--- src/rtl/mem_stage.sv ---
// Data-memory pipeline stage: byte-wide RAM with a fixed number of wait states per access.
// Memory ops stall upstream until completion; every completion emits a one-cycle out_valid.
module mem_stage #(
    parameter int unsigned ADDR_W      = 8,
    parameter int unsigned WAIT_STATES = 2
) (
    input  logic       clk,
    input  logic       rst,
    input  logic       in_valid,
    input  logic       in_mem_read,
    input  logic       in_mem_write,
    input  logic [3:0] in_reg_write_addr,
    input  logic       in_reg_write_en,
    input  logic       in_mem_to_reg,
    input  logic [7:0] in_alu_out,
    input  logic [7:0] in_store_data,
    input  logic [7:0] in_nextPC,
    output logic       stall,
    output logic       out_valid,
    output logic [3:0] oreg_write_addr,
    output logic [7:0] oreg_write_data,
    output logic       oreg_write_en,
    output logic       omem_to_reg,
    output logic [7:0] oalu_out,
    output logic [7:0] onextPC
);

    localparam logic [1:0] StIdle   = 2'd0;
    localparam logic [1:0] StWait   = 2'd1;
    localparam logic [1:0] StAccess = 2'd2;

    logic [1:0] state_q, state_d;
    logic [3:0] cnt_q, cnt_d;

    // Copy of the accepted instruction, held while the access is in flight
    logic       lat_write_q, lat_write_d;
    logic [3:0] lat_waddr_q, lat_waddr_d;
    logic       lat_wen_q, lat_wen_d;
    logic       lat_m2r_q, lat_m2r_d;
    logic [7:0] lat_alu_q, lat_alu_d;
    logic [7:0] lat_sdata_q, lat_sdata_d;
    logic [7:0] lat_npc_q, lat_npc_d;

    logic       valid_q, valid_d;
    logic [3:0] waddr_q, waddr_d;
    logic [7:0] wdata_q, wdata_d;
    logic       wen_q, wen_d;
    logic       m2r_q, m2r_d;
    logic [7:0] alu_q, alu_d;
    logic [7:0] npc_q, npc_d;

    logic [7:0]        mem [0:(1 << ADDR_W) - 1];
    logic [ADDR_W-1:0] addr;
    logic [7:0]        rdata;
    logic              mem_we;

    assign addr   = lat_alu_q[ADDR_W-1:0];
    assign rdata  = mem[addr];
    // A write-flagged op is a store even when the read flag is also set
    assign mem_we = (state_q == StAccess) && lat_write_q && !rst;

    always_ff @(posedge clk) begin
        if (mem_we) begin
            mem[addr] <= lat_sdata_q;
        end
    end

    always_comb begin
        state_d     = state_q;
        cnt_d       = cnt_q;
        lat_write_d = lat_write_q;
        lat_waddr_d = lat_waddr_q;
        lat_wen_d   = lat_wen_q;
        lat_m2r_d   = lat_m2r_q;
        lat_alu_d   = lat_alu_q;
        lat_sdata_d = lat_sdata_q;
        lat_npc_d   = lat_npc_q;
        valid_d     = 1'b0;
        waddr_d     = waddr_q;
        wdata_d     = wdata_q;
        wen_d       = wen_q;
        m2r_d       = m2r_q;
        alu_d       = alu_q;
        npc_d       = npc_q;

        case (state_q)
            StIdle: begin
                if (in_valid) begin
                    if (in_mem_read || in_mem_write) begin
                        lat_write_d = in_mem_write;
                        lat_waddr_d = in_reg_write_addr;
                        lat_wen_d   = in_reg_write_en;
                        lat_m2r_d   = in_mem_to_reg;
                        lat_alu_d   = in_alu_out;
                        lat_sdata_d = in_store_data;
                        lat_npc_d   = in_nextPC;
                        cnt_d       = 4'(WAIT_STATES);
                        state_d     = (WAIT_STATES > 0) ? StWait : StAccess;
                    end else begin
                        waddr_d = in_reg_write_addr;
                        wdata_d = in_alu_out;
                        wen_d   = in_reg_write_en;
                        m2r_d   = in_mem_to_reg;
                        alu_d   = in_alu_out;
                        npc_d   = in_nextPC;
                        valid_d = 1'b1;
                    end
                end
            end
            StWait: begin
                cnt_d = cnt_q - 4'd1;
                if (cnt_q == 4'd1) begin
                    state_d = StAccess;
                end
            end
            StAccess: begin
                waddr_d = lat_waddr_q;
                wdata_d = lat_write_q ? lat_alu_q : rdata;
                wen_d   = lat_wen_q;
                m2r_d   = lat_m2r_q;
                alu_d   = lat_alu_q;
                npc_d   = lat_npc_q;
                valid_d = 1'b1;
                state_d = StIdle;
            end
            default: state_d = StIdle;
        endcase
    end

    always_ff @(posedge clk or posedge rst) begin
        if (rst) begin
            state_q     <= StIdle;
            cnt_q       <= 4'd0;
            lat_write_q <= 1'b0;
            lat_waddr_q <= 4'd0;
            lat_wen_q   <= 1'b0;
            lat_m2r_q   <= 1'b0;
            lat_alu_q   <= 8'd0;
            lat_sdata_q <= 8'd0;
            lat_npc_q   <= 8'd0;
            valid_q     <= 1'b0;
            waddr_q     <= 4'd0;
            wdata_q     <= 8'd0;
            wen_q       <= 1'b0;
            m2r_q       <= 1'b0;
            alu_q       <= 8'd0;
            npc_q       <= 8'd0;
        end else begin
            state_q     <= state_d;
            cnt_q       <= cnt_d;
            lat_write_q <= lat_write_d;
            lat_waddr_q <= lat_waddr_d;
            lat_wen_q   <= lat_wen_d;
            lat_m2r_q   <= lat_m2r_d;
            lat_alu_q   <= lat_alu_d;
            lat_sdata_q <= lat_sdata_d;
            lat_npc_q   <= lat_npc_d;
            valid_q     <= valid_d;
            waddr_q     <= waddr_d;
            wdata_q     <= wdata_d;
            wen_q       <= wen_d;
            m2r_q       <= m2r_d;
            alu_q       <= alu_d;
            npc_q       <= npc_d;
        end
    end

    assign stall           = (state_q != StIdle);
    assign out_valid       = valid_q;
    assign oreg_write_addr = waddr_q;
    assign oreg_write_data = wdata_q;
    assign oreg_write_en   = wen_q;
    assign omem_to_reg     = m2r_q;
    assign oalu_out        = alu_q;
    assign onextPC         = npc_q;

endmodule

--- config.mk ---
export PLATFORM = sky130hd
export DESIGN_NAME = mem_stage
export DESIGN_NICKNAME = d
export VERILOG_FILES = /design/src/rtl/mem_stage.sv
export SDC_FILE = /design/constraint.sdc
export NUM_CORES = 2
export LEC_CHECK = 0
export CAP_MARGIN = 30
export CORE_AREA = 2 2 414 416
export CTS_CLUSTER_SIZE = 40
export DETAILED_ROUTE_END_ITERATION = 6
export DIE_AREA = 0 0 416 418
export GPL_TIMING_DRIVEN = 1
export PLACE_DENSITY = 0.71
export SLEW_MARGIN = 20
export SYNTH_ARGS = -nofsm -noshare
export SYNTH_HDL_FRONTEND = slang
export SYNTH_SLANG_ARGS = --single-unit
--- constraint.sdc ---
create_clock -name clk -period 9.23 [get_ports clk]
set_input_delay 1.846 -clock clk [delete_from_list [all_inputs] [get_ports clk]]
set_output_delay 1.846 -clock clk [all_outputs]
set_load 0.05 [all_outputs]
==> flow_summary.yaml <==
outcome:
  status: "finished clean"
synth:
  synth_warnings: 0
  synth-simple-area-share: 0.0309
  syn_area_um2: 82500
  synth-async-reset-ratio: 0.0321
  syn-num-nets: 4005
  synthAdderAreaFrac: 0.000303
  synth_top_family_by_area: "multiplexers"
  yosysSeqAreaShare: 0.766
  synth_area_leader_cell: "edfxtp_1"
  synth.distinct_cells: 70
  yosys.area_share.xor_xnor: 0.000319
  syn_inst: 3968
  synth_commonest_cells: "edfxtp_1, mux4_2, nor2_1, mux2i_1, nand2_1"
  synthMuxAreaShare: 0.157
  synth_edf_count: 2048
  synth_most_common_cell: "edfxtp_1"
  ys_top_cells_by_area: "edfxtp_1, mux4_2, dfrtp_1, mux2i_1, nor2_1"
  ys.flop_type: "edfxtp_1"
  avgSynthCellArea_um2: 20.8
  synth_compound_area_frac: 0.0277
  synth_top_area_share: 0.746
  ys_ff_latch: 2116
setup_path:
  r2r_cells: 9
  reg2reg_setup_slack_ns: 4.33
  crit_type: "input port to register"
  worstReg2RegStart: "addr[0]"
  r2r_end: "oreg_write_data[5]"
  crit_top_cell: "buf_4"
  critPathMaxFanout: 40
  crit_slowest_cell: "nor2_1"
  crit_path_cell_trace: "clkdlybuf4s50_1 > clkinv_2 > buf_4 > buf_12 > and3_1 > nor3b_1 > nand2_1 > buf_4 > nor2_1"
  startpoint_type: "input port"
  end_kind: "register"
  crit_arrival_ns: 5.62
  critPathTopFamily: "simple AND/OR/NAND/NOR gates"
  crit_buf_inv: 5
  crit_required_ns: 9.68
  cp_slowest_stage_delay_ns: 0.71
finish:
  top_register: "mem"
  fin_util: 0.546
  fillers: 12290
  largest_reg_flops: 2048
  multi_input_area_um2: 17900
  regArea_um2: 63200
  synthToLayoutAreaGrowth_pct: 12.0
  stdcell_area_um2: 92400
  drive_gt1_frac: 0.226
  nets: 4133
power:
  leakagePower_nw: 28.8
  powerDensity_nw_per_um2: 321
  peakVddDrop_uv: 214
sta:
  tightest_slew_ns: 1.06
  tns_ns: 0
  rsz0062_at_grt: "false"
  fmax_ghz: 0.193
  final.setup_skew_ns: 0.0248
  setup_viol: 0
  hold_viol_final: 0
  period_needed_ns: 5.17
  slew_headroom: 0.286
  finalMaxSlewViolations: 0
  fin_crit_sh: 0.560
routing:
  dr.pass1.iters: 6
  drt_iter0_markers: 6216
  vias: 41116
  routed_wirelength_um: 208000
  route.detailed.wl_per_inst_um: 32.1
  vias_per_cell: 6.35
  remaining_drc_errors: 0
  drtAntennaViolNets: 0
clock_tree:
  cts_setup_buffers: 0
  clk_latency_ns: 0.83
  cts_hold_buf: 0
  cts_sinks: 2116
  clockRootBuffer: "clkbuf_16"
  cts_resized: 0
  htree_num_levels: 4
  clock_path_buffers: 3
  cts_made_buffers: 193
  path_clk_slew_ns: 0.06
  cts_tree: "built"
global_routing:
  grt_antenna_before_repair: 5
  overflow: 0
  track_usage: 0.240
  grt_pass1_wl_um: 298000
  grt_pass1_vias: 40916
  grt_max_degree: 218
floorplanning:
  core_area_um2: 169000
  floorplan.rows: 151
  initial_utilization: 0.488
  die_h_um: 418
  dieArea_um2: 174000
  die_w_um: 416
  io_pins: 67
placement:
  gp_congestion: 0.909
  io_buffers: 66
  place_area_um2: 85900
  dp_hpwl_um: 127000
min_path:
  hold_start: "lat_waddr_q[3]"
  min_path_cells: 1
  hp-class: "register to register"
  worstHoldEndpoint: "lat_waddr_q[3]"
flow_run:
  cap_violations: 0
[how the worst max path moves through the flow]
stage | from | endpoint | slack, ns | depth (start not counted)
floorplan | rst | mem[68][0] | 4.06 | 6
global placement | rst | mem[204][3] | 3.08 | 8
detailed placement | rst | mem[56][3] | 3.16 | 8
CTS | rst | mem[56][3] | 4.02 | 8
global route | rst | mem[56][1] | 3.88 | 9
finish | rst | mem[56][3] | 4.06 | 9
[cell type report]
type / count / area share
sequential: 2116 / 0.685
multi-input combinational: 1591 / 0.194
clock buffer: 229 / 0.0541
tap: 2218 / 0.0300
timing repair buffer: 184 / 0.0221
clock inverter: 126 / 0.0145
inverter: 10 / 0.000474
antenna: 1 / 0.0000271
[through the flow]
stage | total power [mW] | cells | hold WS, ns | setup WS (ns)
2_1_floorplan | 18.4 | 3968 | 0.481 | 4.06
4_1_cts | 29.6 | 6466 | 0.512 | 4.02
3_5_place_dp | 21.7 | 6111 | 0.497 | 3.16
3_3_place_gp | 21.4 | 6087 | 0.489 | 3.08
6_report | 29.6 | 6475 | 0.509 | 4.06
5_1_grt | 30.4 | 6474 | 0.524 | 3.88
[cells in the final DEF (no fill, tap or decap), types with 25 or more instances in the layout]
cell	count
mux2_2	38
clkbuf_1	33
dfrtp_1	56
a31oi_1	32
a22oi_1	90
mux4_2	484
a211oi_1	36
clkinv_1	42
buf_4	82
clkdlybuf4s50_1	66
edfxtp_1	2048
a21oi_1	43
nand2_1	121
mux2i_1	146
bufinv_16	25
clkbuf_16	193
clkinv_2	36
nor2_1	344
[where the power goes]
part | internal [mW] | leakage [nW] | switching (mW) | total (mW)
clock | 4.57 | 3.08 | 3.48 | 8.05
combinational | 3.21 | 6.46 | 5.66 | 8.87
sequential | 12.1 | 19.2 | 0.627 | 12.7
total | 19.9 | 28.8 | 9.76 | 29.6
[logic make-up after synthesis]
logic type / count (synthesis)
multiplexers: 675
flip-flops: 2116
buffers and inverters: 261
AO/OA/AOI/OAI: 318
adder cells (fa/ha/maj): 2
AND/OR/NAND/NOR: 593
XOR/XNOR: 3
[per-layer routing]
layer / up-vias / track usage / share of wire
li1: 16643 / - / -
met1: 21454 / 0.330 / 0.38
met2: 2583 / 0.368 / 0.46
met3: 430 / 0.0593 / 0.11
met4: 6 / 0.101 / 0.046
met5: - / 0 / 0.00022
Note: power is estimated with default switching activity, not from simulation.
